$ cat src/rtl/ef_apb_pkg.sv
// Shared types and sizing helpers for the APB requester.
package ef_apb_pkg;

  typedef enum logic [1:0] {
    ST_IDLE   = 2'd0,
    ST_SETUP  = 2'd1,
    ST_ACCESS = 2'd2,
    ST_RESP   = 2'd3
  } state_e;

  // Watchdog counter width; at least one bit even when the watchdog is disabled.
  function automatic int unsigned wdog_cnt_w(input int unsigned timeout);
    return (timeout == 0) ? 1 : $clog2(timeout + 1);
  endfunction

endpackage

$ cat src/rtl/ef_apb_wdog.sv
// Per-transfer ACCESS-phase watchdog: counts stalled cycles, flags the last one.
module ef_apb_wdog
  import ef_apb_pkg::*;
#(
  parameter int unsigned TIMEOUT = 16
) (
  input  logic clk,
  input  logic rst_n,
  input  logic clear,
  input  logic cnt_en,
  output logic expired_c
);

  localparam int unsigned   CW   = wdog_cnt_w(TIMEOUT);
  localparam logic [CW-1:0] LAST = (TIMEOUT == 0) ? '0 : CW'(TIMEOUT - 1);

  logic [CW-1:0] cnt_q, cnt_d;

  // Saturate at LAST so a disabled or expired watchdog never wraps.
  always_comb begin
    cnt_d = cnt_q;
    if (clear) begin
      cnt_d = '0;
    end else if (cnt_en && (cnt_q != LAST)) begin
      cnt_d = cnt_q + CW'(1);
    end
  end

  always_ff @(posedge clk) begin
    if (!rst_n) begin
      cnt_q <= '0;
    end else begin
      cnt_q <= cnt_d;
    end
  end

  assign expired_c = (TIMEOUT != 0) && cnt_en && (cnt_q == LAST);

endmodule

$ cat src/rtl/ef_apb_requester.sv
// APB3 initiator: one valid/ready command becomes one APB transfer and one response.
module ef_apb_requester
  import ef_apb_pkg::*;
#(
  parameter int unsigned AW      = 32,
  parameter int unsigned DW      = 32,
  parameter int unsigned TIMEOUT = 16
) (
  input  logic          PCLK,
  input  logic          PRESETn,
  input  logic          cmd_valid,
  output logic          cmd_ready,
  input  logic          cmd_write,
  input  logic [AW-1:0] cmd_addr,
  input  logic [DW-1:0] cmd_wdata,
  output logic          rsp_valid,
  input  logic          rsp_ready,
  output logic [DW-1:0] rsp_rdata,
  output logic          rsp_err,
  output logic          rsp_timeout,
  output logic          busy,
  output logic [AW-1:0] PADDR,
  output logic          PWRITE,
  output logic [DW-1:0] PWDATA,
  output logic          PSEL,
  output logic          PENABLE,
  input  logic [DW-1:0] PRDATA,
  input  logic          PREADY,
  input  logic          PSLVERR
);

  state_e        state_q, state_d;
  logic [AW-1:0] paddr_q, paddr_d;
  logic          pwrite_q, pwrite_d;
  logic [DW-1:0] pwdata_q, pwdata_d;
  logic          psel_q, psel_d;
  logic          penable_q, penable_d;
  logic [DW-1:0] rdata_q, rdata_d;
  logic          err_q, err_d;
  logic          tmo_q, tmo_d;
  logic          expired_c;

  ef_apb_wdog #(
    .TIMEOUT (TIMEOUT)
  ) u_wdog (
    .clk       (PCLK),
    .rst_n     (PRESETn),
    .clear     (state_q == ST_SETUP),
    .cnt_en    ((state_q == ST_ACCESS) && !PREADY),
    .expired_c (expired_c)
  );

  // Next-state and datapath; a slave completion beats a same-cycle watchdog abort.
  always_comb begin
    state_d  = state_q;
    paddr_d  = paddr_q;
    pwrite_d = pwrite_q;
    pwdata_d = pwdata_q;
    rdata_d  = rdata_q;
    err_d    = err_q;
    tmo_d    = tmo_q;
    unique case (state_q)
      ST_IDLE: begin
        if (cmd_valid) begin
          paddr_d  = cmd_addr;
          pwrite_d = cmd_write;
          pwdata_d = cmd_wdata;
          state_d  = ST_SETUP;
        end
      end
      ST_SETUP: begin
        state_d = ST_ACCESS;
      end
      ST_ACCESS: begin
        if (PREADY) begin
          rdata_d = pwrite_q ? '0 : PRDATA;
          err_d   = PSLVERR;
          tmo_d   = 1'b0;
          state_d = ST_RESP;
        end else if (expired_c) begin
          rdata_d = '0;
          err_d   = 1'b1;
          tmo_d   = 1'b1;
          state_d = ST_RESP;
        end
      end
      ST_RESP: begin
        if (rsp_ready) begin
          state_d = ST_IDLE;
        end
      end
      default: begin
        state_d = ST_IDLE;
      end
    endcase
    psel_d    = (state_d == ST_SETUP) || (state_d == ST_ACCESS);
    penable_d = (state_d == ST_ACCESS);
  end

  always_ff @(posedge PCLK) begin
    if (!PRESETn) begin
      state_q   <= ST_IDLE;
      paddr_q   <= '0;
      pwrite_q  <= 1'b0;
      pwdata_q  <= '0;
      psel_q    <= 1'b0;
      penable_q <= 1'b0;
      rdata_q   <= '0;
      err_q     <= 1'b0;
      tmo_q     <= 1'b0;
    end else begin
      state_q   <= state_d;
      paddr_q   <= paddr_d;
      pwrite_q  <= pwrite_d;
      pwdata_q  <= pwdata_d;
      psel_q    <= psel_d;
      penable_q <= penable_d;
      rdata_q   <= rdata_d;
      err_q     <= err_d;
      tmo_q     <= tmo_d;
    end
  end

  // Handshake/status outputs decode state; cmd_ready is also held low during reset.
  assign cmd_ready   = (state_q == ST_IDLE) && PRESETn;
  assign rsp_valid   = (state_q == ST_RESP);
  assign busy        = (state_q != ST_IDLE);
  assign rsp_rdata   = rdata_q;
  assign rsp_err     = err_q;
  assign rsp_timeout = tmo_q;
  assign PADDR       = paddr_q;
  assign PWRITE      = pwrite_q;
  assign PWDATA      = pwdata_q;
  assign PSEL        = psel_q;
  assign PENABLE     = penable_q;

endmodule

$ cat config.mk
export PLATFORM = sky130hd
export DESIGN_NAME = ef_apb_requester
export DESIGN_NICKNAME = d
export VERILOG_FILES = /design/src/rtl/ef_apb_pkg.sv /design/src/rtl/ef_apb_wdog.sv /design/src/rtl/ef_apb_requester.sv
export SDC_FILE = /design/constraint.sdc
export NUM_CORES = 1
export LEC_CHECK = 0
export ABC_AREA = 1
export BUFFER_PORTS_ARGS = -buffer_cell sky130_fd_sc_hd__buf_4
export CORE_MARGIN = 1.5
export CORE_UTILIZATION = 40
export CTS_CLUSTER_SIZE = 10
export DETAILED_ROUTE_END_ITERATION = 10
export HOLD_SLACK_MARGIN = 0.03
export PLACE_DENSITY = 0.81
export SLEW_MARGIN = 10
export SYNTH_ARGS = -nofsm -noshare
export SYNTH_HDL_FRONTEND = slang
export SYNTH_SLANG_ARGS = --single-unit
$ cat constraint.sdc
create_clock -name PCLK -period 1.9 [get_ports PCLK]
set_input_delay 0.285 -clock PCLK [delete_from_list [all_inputs] [get_ports PCLK]]
set_output_delay 0.285 -clock PCLK [all_outputs]
set_load 0.005 [all_outputs]
# Word-level counts from Yosys, hierarchy flattened
# Cells that the tools add are included.
[totals]
elab_cells = 42
ff_bits = 108
[classes]
n_mux = 11
add_sub_neg = 1
reduce_logical = 12
n_eq_ne = 7
bitwise_logic = 1
[ops]
columns = ["operator", "n"]
rows = [
  ["2-to-1 mux 32 bit", 3],
  ["2-to-1 mux 2 bit", 4],
  ["case mux 2 bit (4 select lines)", 1],
  ["equality test 2 bit (second input constant)", 3],
  ["adder 5 x 1 -> 5 bit (second input constant)", 1],
  ["equality test 5 x 4 -> 1 bit (second input constant)", 1],
  ["!= test 5 x 4 -> 1 bit (second input constant)", 1],
  ["equality test 2 x 1 -> 1 bit (second input constant)", 2],
  ["logical AND 1 bit", 4],
  ["AND reduction 2 bit", 2],
  ["nonzero test 2 bit", 2],
  ["2-to-1 mux 1 bit", 3],
  ["zero test 2 bit", 1],
  ["OR reduction 2 bit", 1],
  ["zero test 1 bit", 1],
  ["logical OR 1 bit", 1],
  ["NOT 1 bit", 1],
]

# Depth between registers and ports, before layout
[logic_depth]
ltp_word = 8
ltp_mapped = 12

# Cells and area by module
# From an unflattened synthesis, not the netlist that was laid out.
[unflattened]
hier_cells = 633
area_unflattened_um2 = 4419.2
[modules_own_cells]
columns = ["mod", "area_per_inst_um2", "instances", "seq_area_each_um2", "cells_each"]
rows = [
  ["ef_apb_requester", 4125.2, 1, 2062.0, 595],
  ["ef_apb_wdog", 294.0, 1, 100.1, 38],
]

# Worst setup path after synthesis
# OpenSTA, ideal clock, no wires.
[synth_path]
kind = "flip-flop to flip-flop"
startpoint = "reg u_wdog.cnt_q[0]"
endpoint = "reg psel_q, in the netlist PSEL"
path_stages_with_launch = 12
n_path_buf = 0
setup_time_ns = 0.066
path_slack_ns = 0.224
synth_period_minus_slack_ns = 1.676
arrival_ns = 1.609
path_cell_list = "dfxtp_1 > ha_1 > inv_1 > nor3_1 > ha_1 > inv_1 > nand2_1 > nand2_2 > nand2_1 > nor2_1 > ha_1 > nor2_1"
[synth_between]
elab_chain_cells = 7
[synth_lines]
columns = ["item", "line", "text"]
rows = [
  ["start, declared", "ef_apb_wdog.sv:17", "logic [CW-1:0] cnt_q, cnt_d;"],
  ["start signal, assigned", "ef_apb_wdog.sv:33", "cnt_q <= cnt_d;"],
  ["equality test 5 x 4 -> 1 bit *", "ef_apb_wdog.sv:37", "assign expired_c = (TIMEOUT != 0) && cnt_en && (cnt_q == LAST);"],
  ["logical AND 1 bit *", "ef_apb_wdog.sv:37", ""],
  ["2-to-1 mux 2 bit *", "ef_apb_requester.sv:80", "end else if (expired_c) begin"],
  ["2-to-1 mux 2 bit *", "ef_apb_requester.sv:75", "if (PREADY) begin"],
  ["case mux 2 bit (4 select lines) *", "ef_apb_requester.sv:62", "unique case (state_q)"],
  ["equality test 2 x 1 -> 1 bit or equality test 2 bit (tied branches)", "ef_apb_requester.sv:96", "psel_d = (state_d == ST_SETUP) || (state_d == ST_ACCESS);"],
  ["logical OR 1 bit *", "ef_apb_requester.sv:96", ""],
  ["end signal, assigned", "ef_apb_requester.sv:116", "psel_q <= psel_d;"],
  ["end, declared", "ef_apb_requester.sv:36", "logic psel_q, psel_d;"],
]
# Every way passes the cells marked *; elsewhere a longest branch is shown, timed or not.
# A chain may end at the register's enable or synchronous reset.

# Worst setup path after layout
[layout_path]
startpoint = "reg u_wdog.cnt_q[0]"
endpoint = "reg rdata_q[5], in the netlist rsp_rdata[5]"
[layout_between]
elab_chain_cells = 4
[layout_lines]
columns = ["item", "line", "text"]
rows = [
  ["equality test 5 x 4 -> 1 bit", "ef_apb_wdog.sv:37", ""],
  ["logical AND 1 bit", "ef_apb_wdog.sv:37", ""],
  ["nonzero test 2 bit (no source line)", "-", ""],
  ["AND reduction 2 bit (no source line)", "-", ""],
  ["end signal, assigned", "ef_apb_requester.sv:118", "rdata_q <= rdata_d;"],
  ["end, declared", "ef_apb_requester.sv:38", "logic [DW-1:0] rdata_q, rdata_d;"],
]
# No other way between the ends.

==> results.cfg <==
[floorplan]
die_w_um = 103
die_y_um = 103
io_pins = 207
dieArea_um2 = 10600
core_um2 = 9730
rows = 36
initial_core_util_pct = 41.0

[setup_path]
cp.arrival_ns = 2.05
crit_type = flip-flop to flip-flop
critical_path_peak_fanout = 32
worstReg2RegStart = u_wdog.cnt_q[0]$_SDFFE_PP0P_
max_stage_delay_ns = 0.35
endpoint_kind = flip-flop
path_cells = ha_1, inv_1, nor3_2, ha_2, inv_1, nand2_1, nand2_2, buf_4, nand2_1, a21oi_1
cpMaxStageDelayCell = dfxtp_2
required_ns = 2.21
cp-start-kind = flip-flop
startpoint = u_wdog.cnt_q[0]$_SDFFE_PP0P_

[power_and_ir_drop]
swShare_pct = 27.4
powerDensity_nw_per_um2 = 883
p_comb_share_pct = 21.4
power_uw = 5130
p_switching_uw = 1410
ir_drop_mv = 0.424
p_leak_uw = 0.00263
p_seq_share_pct = 50.5
clkPwrFrac_pct = 28.0
internal_power_uw = 3720

[routing]
wirelength_um = 10600
ant_nets = 0
drc_errors = 0
drtIter0Drc = 92
routed_via_density = 4.80
wire_per_inst_um = 12.8
dr_total_vias = 3985
first_pass_iters = 4

[placed_design]
place.gp.congestion = 0.780
placed_cell_area_um2 = 5590
place_inst = 815
place_ws_ns = 0.110
portBuffers = 206
dpl.hpwl_um = 7980

[synth]
synth_largest_area_cell = dfxtp_1
syn_nets = 606
synth-seq-area-share_pct = 54.2
synth_most_common_cell = nor2_1
synth_flop_cell = dfxtp_1
synth-edff-count = 0
synth_area_leaders = dfxtp_1, nor2_1, o21ai_0
yosysUniqueCellTypes = 28
synthCells = 500
ys_ff_latch = 108
async_flop_share_pct = 0
syn_area_um2 = 3990
synth_common_cells = nor2_1, dfxtp_1, o21ai_0
ys_warn_count = 0
synth_top_area_share_pct = 54.2
synth.avg_cell_area_um2 = 7.98

[cells_and_area]
fin_area_um2 = 5800
layout.cells.non_filler = 831
finalNetCount = 799
antenna_cells = 0
areaGrowthSynthToFinish_pct = 45.5
nFillCells = 893
drive_gt1_share_pct = 35.5

[grt]
antenna_found_initial = 0
grt_pass1_vias = 3863
overflow = 0
grt_pass1_wl_um = 16400
grt_max_degree = 55
grt_usage_pct = 19.5

[status]
status = complete, no violations

[clock_network]
clk_pin_slew_ns = 0.10
root_buffer = clkbuf_8
cts.sinks = 108
clk_path_buf_depth = 2
worstSkewPairLatency_ns = 0.37
numCtsBuffers = 9
cts_tree = built
htree_levels = 3
cts_setup_buffers = 0

[timing]
period_needed_ns = 1.74
relSlewSlack_pct = 71.6
slew_violations = 0
setup_tns_ns = 0
rsz0062_at_grt = no
finalHoldViolCount = 0
tightest_slew_ns = 0.427
clock_skew_ns = 0.0115
fmax_ghz = 0.574
setup_violations = 0
setup_ws_ns = 0.158
fin_crit_sh_pct = 91.7

[min_path]
holdCritStartpoint = PREADY
hold_path_class = primary input to flip-flop

[run]
cap_violations = 0
[worst paths after layout]
path	slack (ns)	cells after the start	to
worst max-delay path	0.16	10	rsp_rdata[5]$_SDFFE_PN0P_
worst max register to register	0.16	10	rsp_rdata[5]$_SDFFE_PN0P_
worst min-delay path	0.11	2	rsp_timeout$_SDFFE_PN0P_
worst min register to register	0.47	2	u_wdog.cnt_q[3]$_SDFFE_PP0P_
[per-layer routing]
| layer | vias to the layer above | global-route usage (%) | part of all wire [%] |
|---|---|---|---|
| met5 | - | 0 | 0 |
| met4 | 0 | 11.4 | 3.1 |
| met3 | 28 | 3.66 | 7.2 |
| met2 | 154 | 35.7 | 50 |
| met1 | 1808 | 21.0 | 39 |
| li1 | 1995 | - | - |
[cells in the final DEF, fill, tap and decap left out, drive strengths merged]
cell type / synthesis / layout
dfxtp: 108 / 108
clkinv: 1 / 2
inv: 14 / 15
nand2: 49 / 49
buf: 21 / 216
or2: 1 / 1
nor3: 2 / 2
clkinvlp: 0 / 2
nor3b: 2 / 2
nand3: 36 / 36
nor2: 145 / 145
clkbuf: 13 / 11
bufinv: 0 / 1
o21ai: 69 / 69
a21oi: 36 / 36
ha: 3 / 3
[power groups by stage]
stage / sequential, uW / combinational [uW] / clock (uW)
detailed placement: 2640 / 1110 / 0
global route: 2620 / 1230 / 1550
finish: 2590 / 1100 / 1440
CTS: 2590 / 1110 / 1490
floorplan: 2650 / 524 / 0
global placement: 2630 / 1080 / 0
[sequential cells by signal (all words and copies together) (netlist names)]
signal	flops
PWDATA	32
PWRITE	1
rsp_err	1
PADDR	32
PSEL	1
rsp_timeout	1
rsp_rdata	32
PENABLE	1
u_wdog.cnt_q	5
state_q	2
[cell type report]
type	instances	area, um2	area share (%)
Timing Repair Buffer	216	1650	28.4
Clock buffer	11	151	2.61
Sequential cell	108	2160	37.3
Multi-Input combinational cell	343	1560	26.9
Inverter	15	58.8	1.01
Tap cell	133	166	2.87
Clock inverter	5	58.8	1.01
[logic make-up after synthesis]
kind of cell               after synthesis  synth area share [%]
adders and majority gates                3                 0.941
buffers and inverters                   49                  6.93
DFF                                    108                  54.2
and+or+nand+nor                        235                  24.7
AOI/OAI and AO/OA                      105                  13.3
[through the flow]
stage / utilization [%] / hold slack (ns)
final: 59.7 / 0.114
after global routing: 59.7 / 0.101
after CTS: 59.6 / 0.0945
after detailed placement: 57.4 / 0.456
after global placement: 57.4 / 0.453
after floorplan: - / 0.375
[critical path: cells and delay by family, from the launching register on]
kind	cells	cell delay, ns
AOI/OAI and AO/OA	1	0.16
adders and majority gates	2	0.38
buffers and inverters	3	0.44
and+or+nand+nor	4	0.35
DFF	1	0.35
[timing repair]
| action | 4_1_cts | 5_1_grt |
|---|---|---|
| setup endpoints to repair | 0 | 26 |
| hold buffers | 0 | 0 |
| resized for setup | 0 | 3 |
Note: power is estimated with default switching activity, not from simulation.
